$ cat src/rtl/vga_pkg.sv
// Shared VGA constants: 800x600@72 timing set, framebuffer geometry and the
// 12-bit colour field layout used by the scan-out path.
package vga_pkg;

   localparam int H_VIS_DEF  = 800;
   localparam int H_FP_DEF   = 56;
   localparam int H_SYNC_DEF = 120;
   localparam int H_BP_DEF   = 64;
   localparam int V_VIS_DEF  = 600;
   localparam int V_FP_DEF   = 37;
   localparam int V_SYNC_DEF = 6;
   localparam int V_BP_DEF   = 23;

   localparam int SCALE_SH_DEF = 2;
   localparam int FB_W_DEF     = 200;
   localparam int RD_LAT_DEF   = 1;

   localparam int CNT_W  = 11;
   localparam int ADDR_W = 15;

   // Framebuffer pixel layout {R, G, B}, four bits each
   localparam int R_HI = 11;
   localparam int R_LO = 8;
   localparam int G_HI = 7;
   localparam int G_LO = 4;
   localparam int B_HI = 3;
   localparam int B_LO = 0;

   typedef struct packed {
      logic de;
      logic hs;
      logic vs;
      logic fs;
   } sync_t;

endpackage

$ cat src/rtl/vga_timing.sv
// Free-running horizontal/vertical scan counters and raw sync/visible decode.
module vga_timing
   import vga_pkg::*;
#(
   parameter int H_VIS  = H_VIS_DEF,
   parameter int H_FP   = H_FP_DEF,
   parameter int H_SYNC = H_SYNC_DEF,
   parameter int H_BP   = H_BP_DEF,
   parameter int V_VIS  = V_VIS_DEF,
   parameter int V_FP   = V_FP_DEF,
   parameter int V_SYNC = V_SYNC_DEF,
   parameter int V_BP   = V_BP_DEF
)(
   input  logic        clk,
   input  logic        rst,
   output logic [10:0] h_cnt,
   output logic [10:0] v_cnt,
   output logic        de,
   output logic        hs,
   output logic        vs,
   output logic        frame_first
);

   localparam logic [10:0] H_MAX      = 11'(H_VIS + H_FP + H_SYNC + H_BP - 1);
   localparam logic [10:0] V_MAX      = 11'(V_VIS + V_FP + V_SYNC + V_BP - 1);
   localparam logic [10:0] HS_START   = 11'(H_VIS + H_FP);
   localparam logic [10:0] HS_END     = 11'(H_VIS + H_FP + H_SYNC - 1);
   localparam logic [10:0] VS_START   = 11'(V_VIS + V_FP);
   localparam logic [10:0] VS_END     = 11'(V_VIS + V_FP + V_SYNC - 1);
   localparam logic [10:0] H_VIS_LIM  = 11'(H_VIS);
   localparam logic [10:0] V_VIS_LIM  = 11'(V_VIS);

   // The vertical counter only advances as the horizontal one wraps
   always_ff @(posedge clk) begin
      if (rst) begin
         h_cnt <= '0;
         v_cnt <= '0;
      end else if (h_cnt == H_MAX) begin
         h_cnt <= '0;
         if (v_cnt == V_MAX)
            v_cnt <= '0;
         else
            v_cnt <= v_cnt + 11'd1;
      end else begin
         h_cnt <= h_cnt + 11'd1;
      end
   end

   assign de          = (h_cnt < H_VIS_LIM) && (v_cnt < V_VIS_LIM);
   assign hs          = (h_cnt >= HS_START) && (h_cnt <= HS_END);
   assign vs          = (v_cnt >= VS_START) && (v_cnt <= VS_END);
   assign frame_first = (h_cnt == 11'd0) && (v_cnt == 11'd0);

endmodule

$ cat src/rtl/vga_scan.sv
// VGA scan-out: framebuffer address generation, sync delay line matched to
// memory read latency, and registered colour/sync pins.
module vga_scan
   import vga_pkg::*;
#(
   parameter int H_VIS    = H_VIS_DEF,
   parameter int H_FP     = H_FP_DEF,
   parameter int H_SYNC   = H_SYNC_DEF,
   parameter int H_BP     = H_BP_DEF,
   parameter int V_VIS    = V_VIS_DEF,
   parameter int V_FP     = V_FP_DEF,
   parameter int V_SYNC   = V_SYNC_DEF,
   parameter int V_BP     = V_BP_DEF,
   parameter int SCALE_SH = SCALE_SH_DEF,
   parameter int FB_W     = FB_W_DEF,
   parameter int RD_LAT   = RD_LAT_DEF
)(
   input  logic        clk,
   input  logic        rst,
   output logic [14:0] screen_addr,
   input  logic [11:0] screen_data,
   output logic        vga_hs,
   output logic        vga_vs,
   output logic [3:0]  vga_r,
   output logic [3:0]  vga_g,
   output logic [3:0]  vga_b,
   output logic        frame_start
);

   localparam int          DLY_N     = RD_LAT + 1;
   localparam logic [10:0] H_LAST    = 11'(H_VIS - 1);
   localparam logic [10:0] H_MAX     = 11'(H_VIS + H_FP + H_SYNC + H_BP - 1);
   localparam logic [10:0] V_MAX     = 11'(V_VIS + V_FP + V_SYNC + V_BP - 1);
   localparam logic [10:0] V_VIS_LIM = 11'(V_VIS);
   localparam logic [10:0] V_MASK    = 11'((1 << SCALE_SH) - 1);

   logic [10:0]         h_cnt;
   logic [10:0]         v_cnt;
   logic [14:0]         row_base;
   sync_t               raw;
   sync_t [DLY_N-1:0]   dly;

   vga_timing #(
      .H_VIS (H_VIS),  .H_FP (H_FP),  .H_SYNC (H_SYNC),  .H_BP (H_BP),
      .V_VIS (V_VIS),  .V_FP (V_FP),  .V_SYNC (V_SYNC),  .V_BP (V_BP)
   ) u_timing (
      .clk         (clk),
      .rst         (rst),
      .h_cnt       (h_cnt),
      .v_cnt       (v_cnt),
      .de          (raw.de),
      .hs          (raw.hs),
      .vs          (raw.vs),
      .frame_first (raw.fs)
   );

   // Row base steps one buffer row after the last screen line sharing it,
   // so the next visible line starts on the new row without a multiply.
   always_ff @(posedge clk) begin
      if (rst) begin
         row_base <= '0;
      end else if (h_cnt == H_MAX && v_cnt == V_MAX) begin
         row_base <= '0;
      end else if (h_cnt == H_LAST && v_cnt < V_VIS_LIM && (v_cnt & V_MASK) == V_MASK) begin
         row_base <= row_base + 15'(FB_W);
      end
   end

   always_ff @(posedge clk) begin
      if (rst)
         screen_addr <= '0;
      else if (raw.de)
         screen_addr <= row_base + 15'(h_cnt >> SCALE_SH);
      else
         screen_addr <= '0;
   end

   // Sync/enable travel alongside the address and the memory read
   always_ff @(posedge clk) begin
      if (rst) begin
         dly <= '0;
      end else begin
         dly[0] <= raw;
         for (int i = 1; i < DLY_N; i++)
            dly[i] <= dly[i-1];
      end
   end

   always_ff @(posedge clk) begin
      if (rst) begin
         vga_hs      <= 1'b0;
         vga_vs      <= 1'b0;
         frame_start <= 1'b0;
         vga_r       <= '0;
         vga_g       <= '0;
         vga_b       <= '0;
      end else begin
         vga_hs      <= dly[DLY_N-1].hs;
         vga_vs      <= dly[DLY_N-1].vs;
         frame_start <= dly[DLY_N-1].fs;
         if (dly[DLY_N-1].de) begin
            vga_r <= screen_data[R_HI:R_LO];
            vga_g <= screen_data[G_HI:G_LO];
            vga_b <= screen_data[B_HI:B_LO];
         end else begin
            vga_r <= '0;
            vga_g <= '0;
            vga_b <= '0;
         end
      end
   end

endmodule

$ cat config.mk
export PLATFORM = sky130hd
export DESIGN_NAME = vga_scan
export DESIGN_NICKNAME = d
export VERILOG_FILES = /design/src/rtl/vga_pkg.sv /design/src/rtl/vga_timing.sv /design/src/rtl/vga_scan.sv
export SDC_FILE = /design/constraint.sdc
export NUM_CORES = 1
export LEC_CHECK = 0
export BUFFER_PORTS_ARGS = -buffer_cell sky130_fd_sc_hd__clkbuf_2
export CAP_MARGIN = 20
export CELL_PAD_IN_SITES_DETAIL_PLACEMENT = 0
export CELL_PAD_IN_SITES_GLOBAL_PLACEMENT = 1
export CORE_MARGIN = 4
export CORE_UTILIZATION = 39
export DETAILED_ROUTE_END_ITERATION = 10
export HOLD_SLACK_MARGIN = 0.15
export PLACE_DENSITY = 0.78
export SLEW_MARGIN = 10
export SYNTH_ARGS = -nofsm -noshare
export SYNTH_HDL_FRONTEND = slang
export SYNTH_SLANG_ARGS = --single-unit
$ cat constraint.sdc
create_clock -name clk -period 1.9 [get_ports clk]
set_input_delay 0.38 -clock clk [delete_from_list [all_inputs] [get_ports clk]]
set_output_delay 0.38 -clock clk [all_outputs]
set_load 0.01 [all_outputs]
=== Word-level counts from Yosys, hierarchy flattened ===
Cells that the tools add are included.

* Output and inout port bits: 30
* Register bits: 75
* Input port bits: 14
* Logic and storage cells: 48

* Bitwise logic cells: 2
* Magnitude comparators: 6
* Mux-type cells: 1
* Reduce and logical (&&, ||, !) cells: 13
* Add/sub/neg operators: 4
* Equality and inequality tests: 4

{| class="wikitable"
|+ Operators by type and width
! cell !! number
|-
| $add 11x1->11 const B || 2
|-
| $eq 11x10->1 const B || 2
|-
| $ge 11x10->1 const B || 2
|-
| $le 11x10->1 const B || 2
|-
| $logic_not 11->1 || 2
|-
| $lt 11x10->1 const B || 2
|-
| $add 15x8->15 const B || 1
|-
| $add 15x9->15 || 1
|-
| $eq 11x11->1 const B || 1
|-
| $mux 11 || 1
|-
| $reduce_or 2->1 || 4
|-
| $logic_and 1x1->1 || 7
|-
| $eq 2x2->1 const B || 1
|-
| $not 1->1 || 2
|}

=== Logic depth before layout (Yosys ltp) ===
Gate-level depths: netlist (run 1).

* Depth after elaboration: 4
* Gate-level depth with buffers: 7
* Gate-level depth less buffers: 6

=== Hierarchy ===
Synthesis (run 1) repeated with hierarchy kept, for this count alone.

* Cell total of the unflattened synthesis: 357
* Area total of the unflattened synthesis: 3,309.4 sq um

{| class="wikitable"
|+ By module, submodules not included
! module !! times used !! cells an instance !! seq. area each (sq um) !! area an instance (sq um)
|-
| vga_scan || 1 || 201 || 1,001.0 || 2,068.2
|-
| vga_timing || 1 || 156 || 440.4 || 1,241.2
|}

=== Least setup slack after synthesis (run 1) ===
No wires, ideal clock.

* Path kind: register to register
* Start point: reg u_timing.h_cnt[6]
* End point: reg row_base[9]
* Library setup time: 72 ps
* Cell stages (with the launch flop): 7
* Setup slack: -194 ps
* Data arrival time: 2,022 ps
* Required time: 1,828 ps
* Clock period less this slack: 2,094 ps
* Buffers on the path: 2
* Path through: dfxtp_1 clkbuf_1 or3_1 or4_1 buf_2 or4_1 a21oi_1

* Word-level cells in the longest chain between the ends: 3
* Elaborated cells on any way between the ends: 6
* Classes of those cells: eq/ne (2); reduce/logical (4)

{| class="wikitable"
|+ RTL lines
! what !! line !! text
|-
| start: declaration || vga_timing.sv:16 || <nowiki>output logic [10:0] h_cnt,</nowiki>
|-
| start signal: assignment || vga_timing.sv:45 || <nowiki>h_cnt <= h_cnt + 11'd1;</nowiki>
|-
| $eq 11x11->1 / $eq 11x10->1 (equally long branches) || vga_scan.sv:62, vga_scan.sv:64 ||
|-
| $logic_and 1x1->1, on equally long branches || vga_scan.sv:62, vga_scan.sv:64 ||
|-
| $reduce_or 2->1 (no source line) / $logic_and 1x1->1 (equally long branches) || - ||
|-
| end signal: assignment || vga_scan.sv:65 || <nowiki>row_base <= row_base + 15'(FB_W);</nowiki>
|-
| end: declaration || vga_scan.sv:39 || <nowiki>logic [14:0] row_base;</nowiki>
|}

Parallel ways exist; a longest one is shown, timed or not.
A chain may end at the register's enable or synchronous reset.

=== Final worst setup path (run 1) ===
* Start point: reg u_timing.h_cnt[7]
* End point: reg row_base[3]

The elaborated chain is that of the path after synthesis.

==> flow_summary.yaml, run 1 <==
clock_tree:
  cts_buffers: 9
  cts_sinks: 72
  cts_max_level: 3
  path_clk_slew_ns: 0.07
  cts_tree: "yes"
  holdBufCountCts: 0
  cts_buffer_depth: 2
  clk_latency_ns: 0.34
  cts-root-buf: "clkbuf_8"
power:
  power_density_nw_per_um2: 698
  p_leak_nw: 1.80
  ir_drop_v: 0.000333
global_route:
  grt_max_degree: 21
  grt_overflow: 0
  grt_pass1_vias: 2739
  grtUsageTotal: 0.156
  grt_pass1_wl_um: 12600
  antenna_found_initial: 0
floorplan:
  row_count: 33
  io_pins: 44
  core-area_um2: 8180
  die_w_um: 99.3
  initial_utilization: 0.397
  die_h_um: 99.3
  fp.dieArea_um2: 9860
flow_run:
  max-cap-violations: 0
layout:
  fin_area_um2: 4300
  nNetsFinal: 478
  syn_to_final_growth_pct: 32.4
  drive_above_1_share: 0.304
  diodes: 0
  layout.cells.non_filler: 559
logic_synthesis:
  ys_ff_latch: 72
  synth_top_family_by_area: "simple AND/OR/NAND/NOR gates"
  synth.largest_area_cell: "dfxtp_1"
  ys_seq_area_frac: 0.444
  ys_types: 39
  post_synth_mux_area_share: 0.0216
  synth_edf_count: 0
  netlist_area_um2: 3250
  synth_ff_type: "dfxtp_1"
  synth_compound_area_frac: 0.135
  syn_area_per_cell_um2: 8.95
  synthTopCellsByArea: "dfxtp_1 44%, ha_1 5.0%, a21oi_1 3.5%, nor2_1 3.2%, o21ai_0 3.2%"
  synth_most_common_cell: "dfxtp_1"
  synth-xor-area-share: 0.0377
  synthArstFlopShare: 0
  yosys.area_share.simple: 0.269
  netlist_top_cells_count: "72 x dfxtp_1, 28 x nor2_1, 23 x a21oi_1, 21 x o21ai_0, 15 x clkbuf_1"
  synthCells: 363
  synth_fa_ha_area_frac: 0.0562
  syn_nets: 391
  yosys_warnings: 0
  synth_top_area_frac: 0.444
placement:
  gp_congestion: 0.794
  portBuffers: 43
  dp_hpwl_um: 5320
  dp.cells: 540
  place_area_um2: 3910
  place_ws_ns: -0.0999
timing:
  setup-violations-final: 8
  period_needed_ns: 1.97
  tightestPinTransition_ns: 0.544
  fin_crit_sh: 1.04
  max_freq_mhz: 508
  rsz0062_at_grt: "true"
  slew_headroom: 0.636
  finalMaxSlewViolations: 0
  finalHoldViolCount: 0
  fin_worst_skew_ns: 0.00775
  setup_ws_ns: -0.0676
setup_path:
  cp.required_ns: 2.18
  end_kind: "register"
  cp_max_fo: 7
  startpoint_type: "register"
  critPathArrivalTime_ns: 2.25
  critPathKind: "register to register"
drt:
  vias: 2922
  routed_wirelength_um: 7540
  final_antenna_net_count: 0
  drt_iter0_drc: 109
  drt_pass1_iterations: 4
  viasPerCell: 5.23
  wire_per_inst_um: 13.5
  drc: 0
run_status:
  status: "finished with violations"
  violations: "negative setup slack"
worst_hold_path:
  hold_path.class: "primary input to register"
## layout make-up
class,instances,area [µm²]
Clock buffer,12,155
Fill cell,759,3870
Tap cell,105,131
Sequential cell,72,1450
Clock inverter,3,65.1
Multi-Input combinational cell,262,1830
Inverter,10,37.5
Timing Repair Buffer,95,629
## routing by layer
layer,GRT usage,share of wire
met5,0,0
met3,0.0379,0.055
met1,0.193,0.46
met2,0.265,0.48
met4,0.0515,0.012
## cells in the final DEF (no fill, tap or decap), types with 7 or more instances in the layout
master	Yosys	routed
nor3_1	13	9
buf_4	0	48
nand4_1	13	13
inv_1	10	10
xnor2_1	8	8
nand2_1	13	13
or3_1	11	8
o31ai_1	10	9
nor2_1	28	28
or4_1	11	9
ha_1	13	9
nand3_1	13	13
clkbuf_2	0	43
and2_1	12	12
a21oi_1	23	19
o21ai_0	21	21
dfxtp_1	72	66
clkbuf_8	0	11
nor2b_1	14	14
and3_1	10	10
mux2i_1	7	7
## worst paths after layout
kind                      from          end  slack (ns)  cells past startpoint
max          u_timing.h_cnt[7]  row_base[3]       -0.07                      6
min             screen_data[5]     vga_g[1]        0.24                      2
max reg2reg  u_timing.h_cnt[7]  row_base[3]       -0.07                      6
min reg2reg             dly[3]       dly[7]        0.44                      1
## flip-flops by register name (all words and copies together) (netlist names)
signal,cells
dly,8
frame_start,1
row_base,12
screen_addr,15
u_timing.h_cnt,11
u_timing.v_cnt,11
vga_b,4
vga_g,4
vga_hs,1
vga_r,4
vga_vs,1
## stage by stage
step                      utilization  TNS, ns  power [mW]  hold slack (ns)
after floorplan                     -  -0.0716        1.62            0.414
after global placement          0.478   -0.136        1.67            0.416
after detailed placement        0.478   -0.383        1.68            0.420
after CTS                       0.510   -0.146        3.03            0.230
after global routing            0.526   -0.973        3.11            0.228
final                           0.526   -0.359        3.00            0.237
## cell families (layout without fill, tap and decap cells)
kind of cell | Yosys count | count (layout)
buffers and inverters | 29 | 120
multiplexers | 7 | 7
AND/OR/NAND/NOR | 155 | 155
XOR/XNOR | 14 | 14
adder cells (fa/ha/maj) | 14 | 14
flip-flops | 72 | 72
AO/OA/AOI/OAI | 72 | 72
## worst max-delay path, stage by stage, from the launching register on
cell	delay [ns]
dfxtp_2	0.32
or3_4	0.38
or4_4	0.51
buf_6	0.16
buf_6	0.11
or3_4	0.33
a21oi_2	0.11
## what timing repair did
item / CTS / global route
setup endpoints to repair: 13 / 25
pin swaps: 2 / 9
gates cloned: 1 / 0
buffers inserted: 1 / 2
gates resized for setup: 6 / 28
## report_power, final
group	internal, mW	switching [mW]
registers	1.53	0.00778
logic	0.0492	0.0586
clock network	0.803	0.556
total	2.38	0.623
No activity file was read; power rests on OpenSTA's default activity.
==> run 2, diff against run 1 <==
- ABC_AREA: not set -> 1
- CORE_UTILIZATION: 39 -> 37
==> run 2 against run 1 <==
The flow now finishes without violations. Largest power group unchanged. Clock power is essentially flat. Combinational power decreased by 11%. Synthesized cell count grew 34%.
==> flow_summary.yaml, run 2 <==
setup_path:
  reg2reg_depth: 10
  end_kind: "register"
  cp_max_fo: 5
  startpoint_type: "register"
  critPathArrivalTime_ns: 1.96
  cp.required_ns: 2.14
  critPathKind: "register to register"
power:
  ir_drop_v: 0.000309
  total_power_mw: 2.97
  intPower_mw: 2.34
  power_density_nw_per_um2: 741
  p_leak_nw: 1.97
  comb_power_share: 0.033
  p_sw_frac: 0.211
  seqPwrFrac: 0.517
  power_switching_uw: 628
  clockPowerShare: 0.451
clock_tree:
  path_clk_slew_ns: 0.08
  holdBufCountCts: 0
  cts_buffer_depth: 2
  cts_resized: 0
  clk_latency_ns: 0.34
  cts_tree: "yes"
  post_cts_buffers: 0
  cts_buffers: 9
  cts-root-buf: "clkbuf_8"
  cts_max_level: 3
  cts_sinks: 72
logic_synthesis:
  synthArstFlopShare: 0
  yosys_warnings: 0
  synthTopCellsByArea: "dfxtp_1 42%, nand2_1 11%, nor2_1 10%, inv_1 8.1%, nand3_1 5.1%"
  ys_ff_latch: 72
  synth_ff_type: "dfxtp_1"
  ys_types: 33
  synth_top_area_frac: 0.419
  netlist_area_um2: 3440
  syn_area_per_cell_um2: 7.05
  synth_most_common_cell: "nand2_1"
  synthCells: 488
  netlist_top_cells_count: "105 x nand2_1, 94 x nor2_1, 74 x inv_1, 72 x dfxtp_1, 35 x nand3_1"
  synth.largest_area_cell: "dfxtp_1"
  syn_nets: 516
  synth_edf_count: 0
  ys_seq_area_frac: 0.419
global_route:
  antenna_found_initial: 0
  grtUsageTotal: 0.144
  grt_max_degree: 13
  grt_pass1_wl_um: 13000
  grt_pass1_vias: 2837
  grt_overflow: 0
layout:
  fill_cells: 912
  utilization: 0.450
  reg.largest.list: "screen_addr (15), row_base (12)"
  diodes: 0
  nNetsFinal: 568
  largest_register: "screen_addr"
  drive_above_1_share: 0.160
  multiInputGateArea_um2: 1650
  mostFrequentLayoutCells: "105 x nand2_1, 94 x nor2_1, 74 x inv_1"
  seq_area_um2: 1440
  layout_commonest_cell: "nand2_1"
  largest_reg_flops: 15
  syn_to_final_growth_pct: 16.5
placement:
  gp_congestion: 0.870
  dp_hpwl_um: 5690
  portBuffers: 43
drt:
  drc: 0
  routed_wirelength_um: 7510
  drt_pass1_iterations: 7
  vias: 3017
  viasPerCell: 4.62
  final_antenna_net_count: 0
  drt_iter0_drc: 132
  wire_per_inst_um: 11.5
floorplan:
  core-area_um2: 8890
  initial_utilization: 0.387
  row_count: 34
  fp.dieArea_um2: 10900
  io_pins: 44
  die_h_um: 104
  die_w_um: 104
timing:
  fin_worst_skew_ns: 0.0122
  fin_crit_sh: 0.904
  rsz0062_at_grt: "false"
  slew_headroom: 0.727
  period_needed_ns: 1.72
  finalMaxSlewViolations: 0
  setup_tns_ns: 0
  max_freq_mhz: 582
  setup-violations-final: 0
  tightestPinTransition_ns: 0.408
  finalHoldViolCount: 0
flow_run:
  max-cap-violations: 0
run_status:
  status: "finished, final reports clean"
worst_hold_path:
  hold_path.class: "primary input to register"
  hold_depth: 3
-- run 2: changes by cell type in the layout (fill, tap and decap cells not counted), moves of 7 or more --
cell / change
and2_1: -12
and3_1: -9
buf_4: -39
inv_1: +64
mux2i_1: -7
nand2_1: +92
nand3_1: +22
nor2_1: +66
nor2b_1: -14
o21ai_0: -15
o31ai_1: -8
or3_1: -8
or4_1: -9
-- run 2: metal layers --
layer,wire (µm),track usage
met4,114,0.0617
met2,3300,0.233
met1,3720,0.183
met3,383,0.0335
met5,0,0
-- run 2: through the flow --
| step | instance area (µm²) | hold slack, ns | std cells | setup WS [ns] |
|---|---|---|---|---|
| floorplan | 3440 | 0.388 | 488 | 0.302 |
| global placement | 3790 | 0.390 | 637 | 0.220 |
| detailed placement | 3790 | 0.392 | 637 | 0.194 |
| CTS | 4010 | 0.220 | 653 | 0.176 |
| global route | 4010 | 0.225 | 653 | 0.0107 |
| finish | 4010 | 0.234 | 653 | 0.182 |
-- run 2: final cells by class --
type,count,share of cell area
inverter,76,0.0712
tap,108,0.0337
clock buffer,13,0.0372
timing repair buffer,52,0.0706
multi-input combinational,329,0.411
clock inverter,3,0.0162
sequential,72,0.360
-- run 2: power groups by stage --
stage          Sequential (mW)  Combinational (mW)  Clock, mW
6_report                  1.54              0.0966       1.34
5_1_grt                   1.54               0.111       1.45
4_1_cts                   1.54              0.0997       1.38
3_5_place_dp              1.57              0.0991          0
3_3_place_gp              1.57              0.0974          0
2_1_floorplan             1.57              0.0536          0
-- run 2: cell families (layout without fill, tap and decap cells) --
| group | count (synthesis) | in the layout | synth area share |
|---|---|---|---|
| DFF | 72 | 72 | 0.419 |
| adders and majority gates | 14 | 14 | 0.0531 |
| buffers and inverters | 87 | 144 | 0.102 |
| and+or+nand+nor | 272 | 272 | 0.345 |
| xor gates and xnor gates | 12 | 12 | 0.0306 |
| AOI/OAI and AO/OA | 31 | 31 | 0.0499 |
-- run 2: worst paths after layout --
check	startpoint	endpoint	slack (ns)
setup reg to reg	row_base[3]	screen_addr[11]	0.18
hold / removal	screen_data[4]	vga_g[0]	0.23
hold reg to reg	dly[6]	vga_hs	0.40
setup / recovery	row_base[3]	screen_addr[11]	0.18
-- run 2: critical path, stage by stage (launching register included) --
cell,delay (ns)
dfxtp_1,0.36
ha_1,0.22
fa_1,0.40
nand3_1,0.11
nand2_1,0.08
nand2_1,0.08
nand2_1,0.10
nand3_1,0.11
nand2_1,0.05
nand2_1,0.05
nor2_1,0.04
==> run 3, diff against run 2 <==
- CORE_MARGIN: 4 -> not set
==> run 3 against run 2 <==
The flow now finishes with violations (design-rule violations). Critical endpoint is now row_base[14]. Register-to-register slack worse by 0.06 ns. Clock skew grew 0.00051 ns. Die area shrank 11%. Largest power group unchanged. Global-route usage is 2.6 points higher. Hold slack worse by 0.014 ns. Largest cell class unchanged. Cell area increased by 0.25%. First-iteration DRC count decreased by 14%. Sequential share of layout area down 0.090 points. Non-clock buffer count rose by 1.
==> flow_summary.yaml, run 3 (same netlist as run 2, synthesis figures left out) <==
drt:
  final_antenna_net_count: 0
  drt_iter0_drc: 114
  viasPerCell: 4.54
  drc: 1
  wire_per_inst_um: 11.8
  drt_pass1_iterations: 9
  vias: 2969
  routed_wirelength_um: 7690
timing:
  tightestPinTransition_ns: 0.435
  setup_tns_ns: 0
  finalMaxSlewViolations: 0
  finalHoldViolCount: 0
  fin_crit_sh: 0.934
  slew_headroom: 0.708
  period_needed_ns: 1.77
  setup_ws_ns: 0.126
  fin_worst_skew_ns: 0.0127
  rsz0062_at_grt: "false"
  setup-violations-final: 0
  max_freq_mhz: 564
power:
  ir_drop_v: 0.000370
  total_power_mw: 2.95
  power_density_nw_per_um2: 735
  p_leak_nw: 1.98
floorplan:
  core-area_um2: 8850
  die_w_um: 98.4
  die_h_um: 98.4
  initial_utilization: 0.389
  row_count: 34
  fp.dieArea_um2: 9680
  io_pins: 44
clock_tree:
  holdBufCountCts: 0
  cts_buffers: 9
  path_clk_slew_ns: 0.08
  cts_buffer_depth: 2
  cts_tree: "yes"
  cts-root-buf: "clkbuf_8"
  clk_latency_ns: 0.35
  cts_max_level: 3
  cts_sinks: 72
placement:
  portBuffers: 43
  place_ws_ns: 0.182
  dp.cells: 638
  gp_congestion: 0.816
  dp_hpwl_um: 5720
layout:
  layout.cells.non_filler: 654
  drive_above_1_share: 0.167
  layout_commonest_cell: "nand2_1"
  largest_reg_flops: 15
  reg.largest.list: "screen_addr (15), row_base (12)"
  largest_register: "screen_addr"
  syn_to_final_growth_pct: 16.8
  diodes: 0
  mostFrequentLayoutCells: "105 x nand2_1, 94 x nor2_1, 74 x inv_1"
  fill_cells: 956
  nNetsFinal: 569
setup_path:
  cp.required_ns: 2.13
  crit_top_cell: "nand2_1"
  critPathKind: "register to register"
  r2r_slack_ns: 0.13
  crit_slowest_cell: "dfxtp_1"
  slowest_delay_ns: 0.36
  cp_max_fo: 11
  path_cells: "inv_1 -> ha_1 -> nand2_1 -> nor3_1 -> nand3_1 -> nand2_1 -> nand2_4 -> inv_2 -> nor2_1"
  startpoint_type: "register"
  end_kind: "register"
  critPathArrivalTime_ns: 2.01
  reg2reg_depth: 9
flow_run:
  max-cap-violations: 0
worst_hold_path:
  hold_path.class: "primary input to register"
  hold_depth: 3
global_route:
  grt_util_met3: 0.0415
  grt_overflow: 0
  grt_util_met2: 0.287
  grtUsageTotal: 0.170
  grt_pass1_wl_um: 13000
  grt_max_degree: 13
  top_usage_layer: "met2"
  antenna_found_initial: 0
  grt_pass1_vias: 2806
  use_met1: 0.214
run_status:
  violations: "design-rule violations"
  status: "finished with violations"
## run 3: cell types whose count changed in the layout (fill, tap and decap cells not counted)
| cell | delta |
|---|---|
| clkbuf_1 | -2 |
| nand3_1 | -1 |
| buf_4 | +1 |
| clkinv_4 | +1 |
| clkinv_2 | +2 |
| nand3_2 | +1 |
| clkbuf_8 | -1 |
## run 3: worst paths after layout
kind / start / end
worst max-delay path: u_timing.v_cnt[1] / row_base[14]
worst min-delay path: screen_data[2] / vga_b[2]
worst max register to register: u_timing.v_cnt[1] / row_base[14]
worst min register to register: dly[6] / vga_hs
## run 3: timing repair
item	4_1_cts	5_1_grt
buffers inserted	0	0
endpoints found under the setup margin	0	1
resized for setup	0	1
## run 3: cell type report
type	count	area [µm²]	share of cell area
Clock buffer	10	128	0.0318
Clock inverter	6	83.8	0.0209
Inverter	76	285	0.0711
Multi-Input combinational cell	329	1650	0.411
Sequential cell	72	1440	0.359
Tap cell	108	135	0.0337
Timing Repair Buffer	53	290	0.0723
## run 3: routing by layer
metal  vias up  wire (µm)  part of all wire
li1       1609          -                 -
met5         -          0                 0
met4         0        120             0.016
met1      1292       3740              0.49
met2        55       3540              0.46
met3        13        293             0.038
## run 3: critical path, delay by kind of cell, from the launching register on
family	cells	cell delay, ns
adders and majority gates	1	0.18
buffers and inverters	2	0.34
DFF	1	0.36
and+or+nand+nor	6	0.76
## run 3: per-stage QoR
| stage | util | area [µm²] | hold WS [ns] |
|---|---|---|---|
| 2_1_floorplan | - | 3440 | 0.388 |
| 3_3_place_gp | 0.429 | 3800 | 0.390 |
| 3_5_place_dp | 0.429 | 3800 | 0.395 |
| 4_1_cts | 0.453 | 4010 | 0.206 |
| 5_1_grt | 0.454 | 4020 | 0.209 |
| 6_report | 0.454 | 4020 | 0.220 |
## run 3: power by group
part | total, mW | switching [mW] | internal, mW
Sequential | 1.54 | 0.00814 | 1.53
Clock | 1.32 | 0.584 | 0.735
Combinational | 0.0954 | 0.0585 | 0.0369
Total | 2.95 | 0.651 | 2.30
